$ cat src/rtl/tx_burst_serializer.sv
// Serial pattern transmitter with a UART-fed config loader.
// Frames load shadow registers that are committed only on word boundaries.
//
// state   | meaning
// L_IDLE  | waiting for the sync byte
// L_PAT   | collecting pattern bytes, MSB byte first
// L_CNT   | collecting burst count bytes, MSB byte first
// L_MODE  | waiting for {enable, lsb_first, continuous}
// S_IDLE  | line at idle level, waiting for a tick with work to do
// S_SEND  | shifting out a word, one bit per tick
module tx_burst_serializer #(
   parameter int                DATA_W      = 8,
   parameter int                CNT_W       = 32,
   parameter int                BIT_DIV     = 1,
   parameter logic [7:0]        SYNC_BYTE   = 8'hA5,
   parameter int                TIMEOUT_CYC = 250000,
   parameter logic              IDLE_LEVEL  = 1'b0,
   parameter logic [DATA_W-1:0] DEF_PATTERN = DATA_W'(8'hA5),
   parameter logic [2:0]        DEF_MODE    = 3'b101
) (
   input  logic       clk,
   input  logic       rst,
   input  logic       cfg_valid,
   input  logic [7:0] cfg_data,
   output logic       tx_bit_data,
   output logic       tx_active,
   output logic       word_done,
   output logic       max_tx_flag,
   output logic       cfg_done,
   output logic       cfg_err
);
   localparam int PAT_BYTES = DATA_W / 8;
   localparam int CNT_BYTES = CNT_W / 8;
   localparam int BYTE_W    = 4;
   localparam int DIV_W     = (BIT_DIV > 1) ? $clog2(BIT_DIV) : 1;
   localparam int BIT_W     = $clog2(DATA_W);
   localparam int TMR_W     = $clog2(TIMEOUT_CYC + 1);

   typedef enum logic [1:0] {L_IDLE, L_PAT, L_CNT, L_MODE} lstate_t;
   typedef enum logic {S_IDLE, S_SEND} tstate_t;

   lstate_t             lstate, lstate_nx;
   tstate_t             tstate, tstate_nx;
   logic [DIV_W-1:0]    div;
   logic                tick;
   logic [BYTE_W-1:0]   byte_idx, byte_idx_nx;
   logic [TMR_W-1:0]    tmr;
   logic                timeout, frame_ok;
   logic [DATA_W-1:0]   stg_pat, sh_pat, pat;
   logic [CNT_W-1:0]    stg_cnt, sh_cnt, cnt;
   logic [2:0]          sh_mode, mode;
   logic                commit_pend, commit;
   logic [DATA_W-1:0]   eff_pat, shift_q, shift_nx;
   logic [CNT_W-1:0]    eff_cnt, wcnt, wcnt_inc, wcnt_nx;
   logic [2:0]          eff_mode;
   logic [BIT_W-1:0]    bit_idx;
   logic                last_bit, can_send, load_word, go_idle, nxt_bit;

   assign tick = (div == DIV_W'(BIT_DIV - 1));

   always_ff @(posedge clk or negedge rst) begin
      if (!rst) div <= '0;
      else      div <= tick ? '0 : div + 1'b1;
   end

   // A byte arriving on the last allowed cycle beats the timeout.
   assign timeout = (lstate != L_IDLE) && !cfg_valid && (tmr == TMR_W'(1));

   always_comb begin
      lstate_nx   = lstate;
      byte_idx_nx = byte_idx;
      frame_ok    = 1'b0;
      if (cfg_valid) begin
         case (lstate)
            L_IDLE: if (cfg_data == SYNC_BYTE) begin
               lstate_nx   = L_PAT;
               byte_idx_nx = '0;
            end
            L_PAT: if (byte_idx == BYTE_W'(PAT_BYTES - 1)) begin
               lstate_nx   = L_CNT;
               byte_idx_nx = '0;
            end else byte_idx_nx = byte_idx + 1'b1;
            L_CNT: if (byte_idx == BYTE_W'(CNT_BYTES - 1)) begin
               lstate_nx   = L_MODE;
               byte_idx_nx = '0;
            end else byte_idx_nx = byte_idx + 1'b1;
            L_MODE: begin
               lstate_nx = L_IDLE;
               frame_ok  = 1'b1;
            end
            default: lstate_nx = L_IDLE;
         endcase
      end else if (timeout) begin
         lstate_nx = L_IDLE;
      end
   end

   always_ff @(posedge clk or negedge rst) begin
      if (!rst) begin
         lstate      <= L_IDLE;
         byte_idx    <= '0;
         tmr         <= '0;
         stg_pat     <= '0;
         stg_cnt     <= '0;
         sh_pat      <= DEF_PATTERN;
         sh_cnt      <= '0;
         sh_mode     <= DEF_MODE;
         commit_pend <= 1'b0;
         cfg_done    <= 1'b0;
         cfg_err     <= 1'b0;
      end else begin
         lstate   <= lstate_nx;
         byte_idx <= byte_idx_nx;
         cfg_done <= frame_ok;
         cfg_err  <= timeout;
         if (cfg_valid) tmr <= TMR_W'(TIMEOUT_CYC);
         else if (lstate != L_IDLE && tmr != '0) tmr <= tmr - 1'b1;
         if (cfg_valid && lstate == L_PAT) stg_pat <= (stg_pat << 8) | DATA_W'(cfg_data);
         if (cfg_valid && lstate == L_CNT) stg_cnt <= (stg_cnt << 8) | CNT_W'(cfg_data);
         if (frame_ok) begin
            sh_pat  <= stg_pat;
            sh_cnt  <= stg_cnt;
            sh_mode <= cfg_data[2:0];
         end
         // A newly completed frame wins over a same-cycle commit of the previous one.
         if (frame_ok)    commit_pend <= 1'b1;
         else if (commit) commit_pend <= 1'b0;
      end
   end

   assign last_bit  = (tstate == S_SEND) && (bit_idx == BIT_W'(DATA_W - 1));
   assign word_done = tick && last_bit;
   assign commit    = tick && commit_pend && ((tstate == S_IDLE) || last_bit);
   assign eff_pat   = commit ? sh_pat  : pat;
   assign eff_cnt   = commit ? sh_cnt  : cnt;
   assign eff_mode  = commit ? sh_mode : mode;
   assign wcnt_inc  = (&wcnt) ? wcnt : wcnt + 1'b1;
   assign wcnt_nx   = commit ? '0 : (word_done ? wcnt_inc : wcnt);
   assign can_send  = eff_mode[2] && (eff_mode[0] || (wcnt_nx != eff_cnt));
   assign shift_nx  = mode[1] ? (shift_q >> 1) : (shift_q << 1);
   assign nxt_bit   = mode[1] ? shift_nx[0] : shift_nx[DATA_W-1];
   assign tx_active = (tstate == S_SEND);

   always_comb begin
      tstate_nx = tstate;
      load_word = 1'b0;
      go_idle   = 1'b0;
      if (tick) begin
         case (tstate)
            S_IDLE: if (can_send) begin
               tstate_nx = S_SEND;
               load_word = 1'b1;
            end
            S_SEND: if (last_bit) begin
               if (can_send) load_word = 1'b1;
               else begin
                  tstate_nx = S_IDLE;
                  go_idle   = 1'b1;
               end
            end
            default: tstate_nx = S_IDLE;
         endcase
      end
   end

   always_ff @(posedge clk or negedge rst) begin
      if (!rst) begin
         tstate      <= S_IDLE;
         pat         <= DEF_PATTERN;
         cnt         <= '0;
         mode        <= DEF_MODE;
         wcnt        <= '0;
         shift_q     <= '0;
         bit_idx     <= '0;
         tx_bit_data <= IDLE_LEVEL;
         max_tx_flag <= 1'b0;
      end else begin
         tstate <= tstate_nx;
         wcnt   <= wcnt_nx;
         if (commit) begin
            pat  <= sh_pat;
            cnt  <= sh_cnt;
            mode <= sh_mode;
         end
         if (commit) max_tx_flag <= !sh_mode[0] && (sh_cnt == '0);
         else if (word_done && !mode[0] && (wcnt_inc == cnt)) max_tx_flag <= 1'b1;
         if (load_word) begin
            shift_q     <= eff_pat;
            bit_idx     <= '0;
            tx_bit_data <= eff_mode[1] ? eff_pat[0] : eff_pat[DATA_W-1];
         end else if (go_idle) begin
            tx_bit_data <= IDLE_LEVEL;
         end else if (tick && tstate == S_SEND) begin
            shift_q     <= shift_nx;
            bit_idx     <= bit_idx + 1'b1;
            tx_bit_data <= nxt_bit;
         end
      end
   end
endmodule

$ cat config.mk
export PLATFORM = sky130hd
export DESIGN_NAME = tx_burst_serializer
export DESIGN_NICKNAME = d
export VERILOG_FILES = /design/src/rtl/tx_burst_serializer.sv
export SDC_FILE = /design/constraint.sdc
export NUM_CORES = 1
export LEC_CHECK = 0
export ABC_AREA = 1
export CAP_MARGIN = 20
export CORE_MARGIN = 2
export CORE_UTILIZATION = 36
export CTS_CLUSTER_DIAMETER = 150
export DETAILED_ROUTE_END_ITERATION = 16
export GPL_TIMING_DRIVEN = 0
export HOLD_SLACK_MARGIN = 0.05
export PLACE_DENSITY_LB_ADDON = 0.08
export RECOVER_POWER = 50
export SETUP_SLACK_MARGIN = 0.1
export SYNTH_ARGS = -nofsm -noshare
export SYNTH_HDL_FRONTEND = slang
export SYNTH_SLANG_ARGS = --single-unit
$ cat constraint.sdc
create_clock -name clk -period 5.83 [get_ports clk]
set_input_delay 1.166 -clock clk [delete_from_list [all_inputs] [get_ports clk]]
set_output_delay 1.166 -clock clk [all_outputs]
set_load 0.01 [all_outputs]
==> impl_results.md, run 1 <==
* Critical Path RT at between 4 and 5 ns
* FMAX at 257.1 MHz
* Clk sinks at 199
* Routed Antenna Nets at 0
* Period utilisation layout at 66.73%
* Synthesis-to-layout area growth at 11.58%
* Switching fraction of total power at 35.17%
* Port bufs at 15
* First-pass GRT wire length at 51620 µm
* Status: finished with violations
* Combinational Power Share at 22.6%
* ANT cells at 0
* Placed Cells at 1844
* Final Power at 0.003929 W
* Die W at 177.1 µm
* Placer Congestion at 0.8965
* CP dominant cell by count: ha_1
* CTS Buffer Depth at 2
* Die area at roughly 31000 µm²
* Worst EP arrival at 2.72 ns
* Hold Vio Cnt, Final at 0
* Initial core utilization at 36.48%
* Worst min-delay path category: reg -> reg
* CTS root buf: clkbuf_16
* P_int at 0.002548 W
* CTS H-tree depth at 4
* Final core utilization at roughly 40%
* Hold_buf cts at 0
* Worst-path maximum fanout at 10
* Multi-input logic area at 4735 µm²
* Clock tree from TritonCTS: yes
* Drt via density at between 4 and 5
* Yosys reg bits at 199
* Syn nets at 1460
* Psw at 0.001382 W
* Clock skew at 0.01586 ns
* Most common cell after layout, fill and taps aside: nand2_1
* Setup CP Type: reg -> out
* Pwr/cell area at 326.6 nW/µm²
* Remaining DRCs at 0
* Crit-path cells: ha_1 -> ha_1 -> nand2_1 -> inv_1 -> clkbuf_1 -> buf_2 -> clkdlybuf4s50_1
* Peak supply drop at 179.9 µV
* MaxCap Viol Count at 1
* Most frequent cells in the layout: nand2_1, inv_1, dfrtp_1, o21ai_0, nor2_1
* Flop pwr share at 47.6%
* Area after DPL at around 11000 µm²
* Die height at 177.1 µm
* Vias at 9067
* CP Capture Type: output pin
* RSZ-0062 raised after global routing: no
* Cell Area, Synth at 10780 µm²
* IO Count at 17
* Final min period at 3.890 ns
* Initial antenna violation count at 0
* Total negative slack at 0 ns
* Largest net degree at the start of global routing at 79
* Post-Synthesis Cells at 1437
* Initial DRT Pass Iterations at 5
* Max-slew headroom at -102.0%
* Core area at 29560 µm²
* Resized cells post-CTS at 0
* Fin nets at 1496
* GRT Util Overall at 21.90%
* Pins Over Slew Limit at 54
* Grt ovf at 0
* Register area at ~5000 µm²
* Failing checks: max-capacitance violations, max-slew violations
* DP HPWL at ~25000 µm
* Number of distinct library cells after synthesis at 50
* Number of global-route vias before repair at 8994
* Clk_lat worst skew at approximately 0.46 ns
* Avg Cell Area, Syn at 7.504 µm²
* Synth warn at 0
* Overall routed net length at between 30000 and 40000 µm
* TritonCTS buffer count at 17
* Fill cells at 3116
* Post-CTS Setup Bufs at 0
* Final Instance Area at around 12000 µm²
* Largest stage delay on the critical path at 0.60 ns
* Share of layout cells above drive strength 1 at 7.739%
* Clock power share at 29.8%
* Sequential-to-total area share from yosys stat at 46.32%
* Final std cells w/o fill at 1876
* Clk slew on worst S/H paths at 0.08 ns
* Slowest cell on crit path: clkdlybuf4s50_1
* FP Rows at 63
* Type of origin of the critical path: register
* P_leak at 6.097 nW
* WL per Instance at 17.22 µm
* Setup violators final at 0
* DRT iter0 DRCs at 743
* Slew @ Worst Pin at between 3 and 4 ns
-- power groups by stage --
stage	Sequential, W	Clock (W)	Combinational, W
floorplan	0.00184	0	0.000608
global placement	0.00189	0	0.000896
detailed placement	0.00190	0	0.000907
CTS	0.00187	0.00121	0.000910
global route	0.00191	0.00126	0.00103
finish	0.00187	0.00117	0.000890
-- cell type report --
class / count / share of cell area [%]
buffer: 49 / 2.142
clock buffer: 17 / 3.536
clock inverter: 15 / 1.165
inverter: 211 / 6.583
multi-input combinational: 978 / 39.35
sequential: 199 / 41.51
tap: 390 / 4.056
timing repair buffer: 17 / 1.654
-- synthesized netlist by cell type, drive strengths merged --
cell type / number / share of area, %
o2111ai: 2 / 0.16
nand3: 107 / 6.1
a31oi: 1 / 0.058
dfrtp: 187 / 43
nor2: 101 / 3.9
a22oi: 6 / 0.42
o21a: 2 / 0.14
nand4: 22 / 1.3
xor2: 14 / 1.1
o21ai: 154 / 7.1
nand2: 473 / 17
or2: 5 / 0.29
inv: 209 / 7.3
o31ai: 3 / 0.21
a32o: 1 / 0.093
nand3b: 10 / 0.70
o21bai: 1 / 0.070
clkinv: 2 / 0.070
and3: 1 / 0.10
clkbuf: 26 / 0.91
and2: 1 / 0.058
o221ai: 1 / 0.081
a21boi: 1 / 0.070
buf: 23 / 1.5
nor4: 10 / 0.64
a22o: 1 / 0.081
nor3: 8 / 0.37
ha: 12 / 1.4
a211oi: 1 / 0.070
a21oi: 18 / 0.87
o211ai: 2 / 0.14
o22ai: 6 / 0.35
nor3b: 1 / 0.070
xnor2: 13 / 1.1
dfstp: 12 / 2.9
-- sequential cells by signal, summed over array words and instances (netlist names) --
signal / cells
stg_cnt: 32
bit_idx: 3
byte_idx: 4
tx_active: 1
stg_pat: 8
sh_cnt: 32
sh_mode: 3
sh_pat: 8
tx_bit_data: 1
cnt: 32
tmr: 18
wcnt: 32
cfg_done: 1
pat: 8
cfg_err: 1
lstate: 2
commit_pend: 1
mode: 3
max_tx_flag: 1
shift_q: 8
-- worst paths after layout --
kind	startpoint	to	slack, ns	cells after the start
worst max-delay path	bit_idx[0]	word_done	1.94	7
min in group asynchronous	rst	tmr[6]	1.70	1
worst min-delay path	stg_pat[1]	sh_pat[1]	0.46	2
max in group asynchronous	rst	mode[0]	2.31	3
worst max register to register	bit_idx[0]	shift_q[4]	2.02	19
worst min register to register	stg_pat[1]	sh_pat[1]	0.46	2
-- critical path: cells and delay by family, from the launching register on --
kind	cells	cell delay (ns)
simple gates	1	0.09
buf+inv	4	1.45
fa+ha+maj	2	0.33
flops	1	0.39
-- metal layers --
| metal | vias up | wire length [µm] | GRT usage [%] |
|---|---|---|---|
| met4 | 0 | 788 | 7.645 |
| met5 | - | 0 | 0 |
| met2 | 151 | 15430 | 36.75 |
| met1 | 4260 | 15070 | 28.93 |
| met3 | 34 | 1007 | 2.985 |
| li1 | 4622 | - | - |
-- through the flow --
step | worst slack [ns] | hold slack (ns)
final | 1.940 | 0.4604
after CTS | 1.926 | 0.4666
after global placement | -5.474 | 0.4618
after detailed placement | 2.275 | 0.4546
after floorplan | 3.192 | 0.4422
after global routing | 1.704 | 0.5031
-- cells by family after synthesis --
logic type	share of synthesized area [%]
xor gates and xnor gates	2.193
and+or+nand+nor	30.37
adders and majority gates	1.392
AOI/OAI and AO/OA	9.956
DFF	46.32
buffers and inverters	9.770
(Power assumes the default switching activity.)
==> inputs of run 2 (changes only) <==
==> constraint.sdc (replaced) <==
create_clock -name clk -period 4 [get_ports clk]
set_input_delay 0.8 -clock clk [delete_from_list [all_inputs] [get_ports clk]]
set_output_delay 0.8 -clock clk [all_outputs]
set_load 0.01 [all_outputs]
==> run 2 against run 1 <==
Compared with the run above: the flow still finishes with violations (max-capacitance violations, max-slew violations); register-to-register slack worse by 1.6 ns; combinational power is 46% higher; first-iteration DRC count is 1.1% higher; clock skew is 0.0020 ns lower; sequential share of layout area hardly changed; sequential power is 45% higher; die area stayed put; largest power group unchanged; hold slack worse by 0.00057 ns; cell area hardly changed.
==> impl_results.md, run 2 (synthesis gave the netlist of run 1 again) <==
* Status: finished with violations
* Failing checks: max-capacitance violations, max-slew violations
* GRT Util Overall at 21.90% (unchanged)
* Routed Antenna Nets at 0 (unchanged)
* Slew @ Worst Pin at 3.024 ns (-0.006247 ns)
* Clk_lat worst skew at 0.45 ns (about the same)
* ANT cells at 0 (unchanged)
* Port bufs at 15 (unchanged)
* Placer Congestion at 0.8965 (unchanged)
* DP HPWL at 24830 µm (unchanged)
* Smallest setup slack after layout at 0.4015 ns (-1.538 ns)
* Initial DRT Pass Iterations at 5 (unchanged)
* Pins Over Slew Limit at 54 (unchanged)
* Overall routed net length at 32350 µm (+0.17%)
* Pwr/cell area at 475.5 nW/µm² (+46%)
* Clk sinks at 199 (unchanged)
* Die area at 31350 µm² (unchanged)
* CTS root buf: clkbuf_16
* Initial antenna violation count at 0 (unchanged)
* Final min period at 3.599 ns
* Vias at 9119 (+0.57%)
* Final Power at 0.005723 W (+46%)
* Total negative slack at 0 ns (unchanged)
* CTS H-tree depth at 4 (unchanged)
* Clock tree from TritonCTS: yes
* Largest net degree at the start of global routing at 79 (unchanged)
* Most frequent cells in the layout: nand2_1, inv_1, dfrtp_1, o21ai_0, nor2_1
* Die height at 177.1 µm (unchanged)
* Final std cells w/o fill at 1876 (unchanged)
* Max-slew headroom at -101.6% (+0.42 points)
* Worst min-delay path category: reg -> reg
* Clock skew at 0.01387 ns (-0.001997 ns)
* Setup CP Type: reg -> reg
* CP Capture Type: register
* DP Worst Slack at 0.4452 ns (-1.830 ns)
* Number of global-route vias before repair at 8994 (unchanged)
* Clk slew on worst S/H paths at 0.08 ns (about the same)
* Type of origin of the critical path: register
* Hold_buf cts at 0 (unchanged)
* WL per Instance at 17.24 µm (+0.17%)
* WHS at 0.4599 ns (-0.0005660 ns)
* Peak supply drop at 261.6 µV (+45%)
* Worst EP arrival at 3.98 ns (+1.26 ns)
* Share of layout cells above drive strength 1 at 7.806% (+0.067 points)
* FP Rows at 63 (unchanged)
* Core area at 29560 µm² (unchanged)
* RSZ-0062 raised after global routing: no
* Remaining DRCs at 0 (unchanged)
* Die W at 177.1 µm (unchanged)
* Synthesis-to-layout area growth at 11.62% (about the same)
* Hold Vio Cnt, Final at 0 (unchanged)
* TritonCTS buffer count at 17 (unchanged)
* MaxCap Viol Count at 1 (unchanged)
* Grt ovf at 0 (unchanged)
* Fin nets at 1496 (unchanged)
* Placed Cells at 1844 (unchanged)
* Period utilisation layout at about 90%
* Drt via density at 4.861 (+0.57%)
* First-pass GRT wire length at 51620 µm (unchanged)
* Post-CTS Setup Bufs at 0 (unchanged)
* FMAX at 277.9 MHz
* IO Count at 17 (unchanged)
* Critical Path RT at 4.38 ns (-0.28 ns)
* Worst-path maximum fanout at 10 (unchanged)
* CTS Buffer Depth at 2 (unchanged)
* Resized cells post-CTS at 0 (unchanged)
* Initial core utilization at 36.48% (unchanged)
* P_leak at 6.101 nW (about the same)
* DRT iter0 DRCs at 751 (+1.1%)
* Setup violators final at 0 (unchanged)
* Fill cells at 3116 (unchanged)
* Most common cell after layout, fill and taps aside: nand2_1
==> run 2: changes by cell type in the layout (fill, tap and decap cells not counted) <==
cell,delta
buf_4,+1
clkbuf_1,-1
o21ai_1,+1
o21ai_0,-1
==> run 2: report_power, final <==
part	leakage [nW]	internal [W]	total, W	switching [W]
clock	0.276	0.000825	0.00170	0.000875
sequential	2.60	0.00245	0.00272	0.000278
combinational	3.22	0.000443	0.00130	0.000855
==> run 2: worst max-delay path: stages (launching register included) <==
cell and delay, ns:
dfrtp_1 0.41, ha_1 0.21, ha_1 0.20, or2_1 0.22, buf_2 0.17, nand2_4 0.09
clkbuf_1 0.59, nand2_1 0.11, nand2_1 0.22, nand3b_1 0.14, nand2_1 0.06, nor2_1 0.20
nand3_1 0.19, nor2_2 0.18, nand2_4 0.13, nand2_4 0.11, buf_8 0.15, nand3_2 0.07
nand3_2 0.06
==> run 2: cell type report <==
class | count | area, µm² | share of cell area, %
Buffer | 49 | 261.5 | 2.173
Clock buffer | 17 | 425.4 | 3.535
Clock inverter | 15 | 140.1 | 1.164
Inverter | 211 | 792.0 | 6.581
Multi-Input combinational cell | 978 | 4735 | 39.34
Sequential cell | 199 | 4995 | 41.50
Tap cell | 390 | 488.0 | 4.054
Timing Repair Buffer | 17 | 198.9 | 1.653
==> run 2: stage by stage <==
stage	util, %	instance area (µm²)
2_1_floorplan	-	10780
4_1_cts	40.75	12050
6_report	40.72	12040
5_1_grt	40.72	12040
3_3_place_gp	38.64	11420
3_5_place_dp	38.84	11480
==> run 2: layer usage <==
metal  part of all wire, %  GRT usage (%)  vias to the layer above  wire, µm
li1                      -              -                     4627         -
met1                    47          28.93                     4300     15100
met2                    48          36.75                      157     15440
met3                   3.1          2.985                       35      1005
met4                   2.5          7.645                        0       801
met5                     0              0                        -         0
==> run 2: worst paths after layout <==
kind / to / depth (start not counted) / startpoint / slack [ns]
worst min register to register: sh_pat[1] / 2 / stg_pat[1] / 0.46
max in group asynchronous: pat[7] / 3 / rst / 0.84
min in group asynchronous: tmr[6] / 1 / rst / 1.34
worst max-delay path: shift_q[4] / 18 / bit_idx[0] / 0.40
worst min-delay path: sh_pat[1] / 2 / stg_pat[1] / 0.46
worst max register to register: shift_q[4] / 18 / bit_idx[0] / 0.40
==> inputs of run 3 (changes only) <==
--- a/config.mk
+++ b/config.mk
@@ -15,7 +15,6 @@
 export HOLD_SLACK_MARGIN = 0.05
 export PLACE_DENSITY_LB_ADDON = 0.08
 export RECOVER_POWER = 50
-export SETUP_SLACK_MARGIN = 0.1
 export SYNTH_ARGS = -nofsm -noshare
 export SYNTH_HDL_FRONTEND = slang
 export SYNTH_SLANG_ARGS = --single-unit
==> results of run 3 <==
Final layout, timing and power as in run 2 (identical DEF).
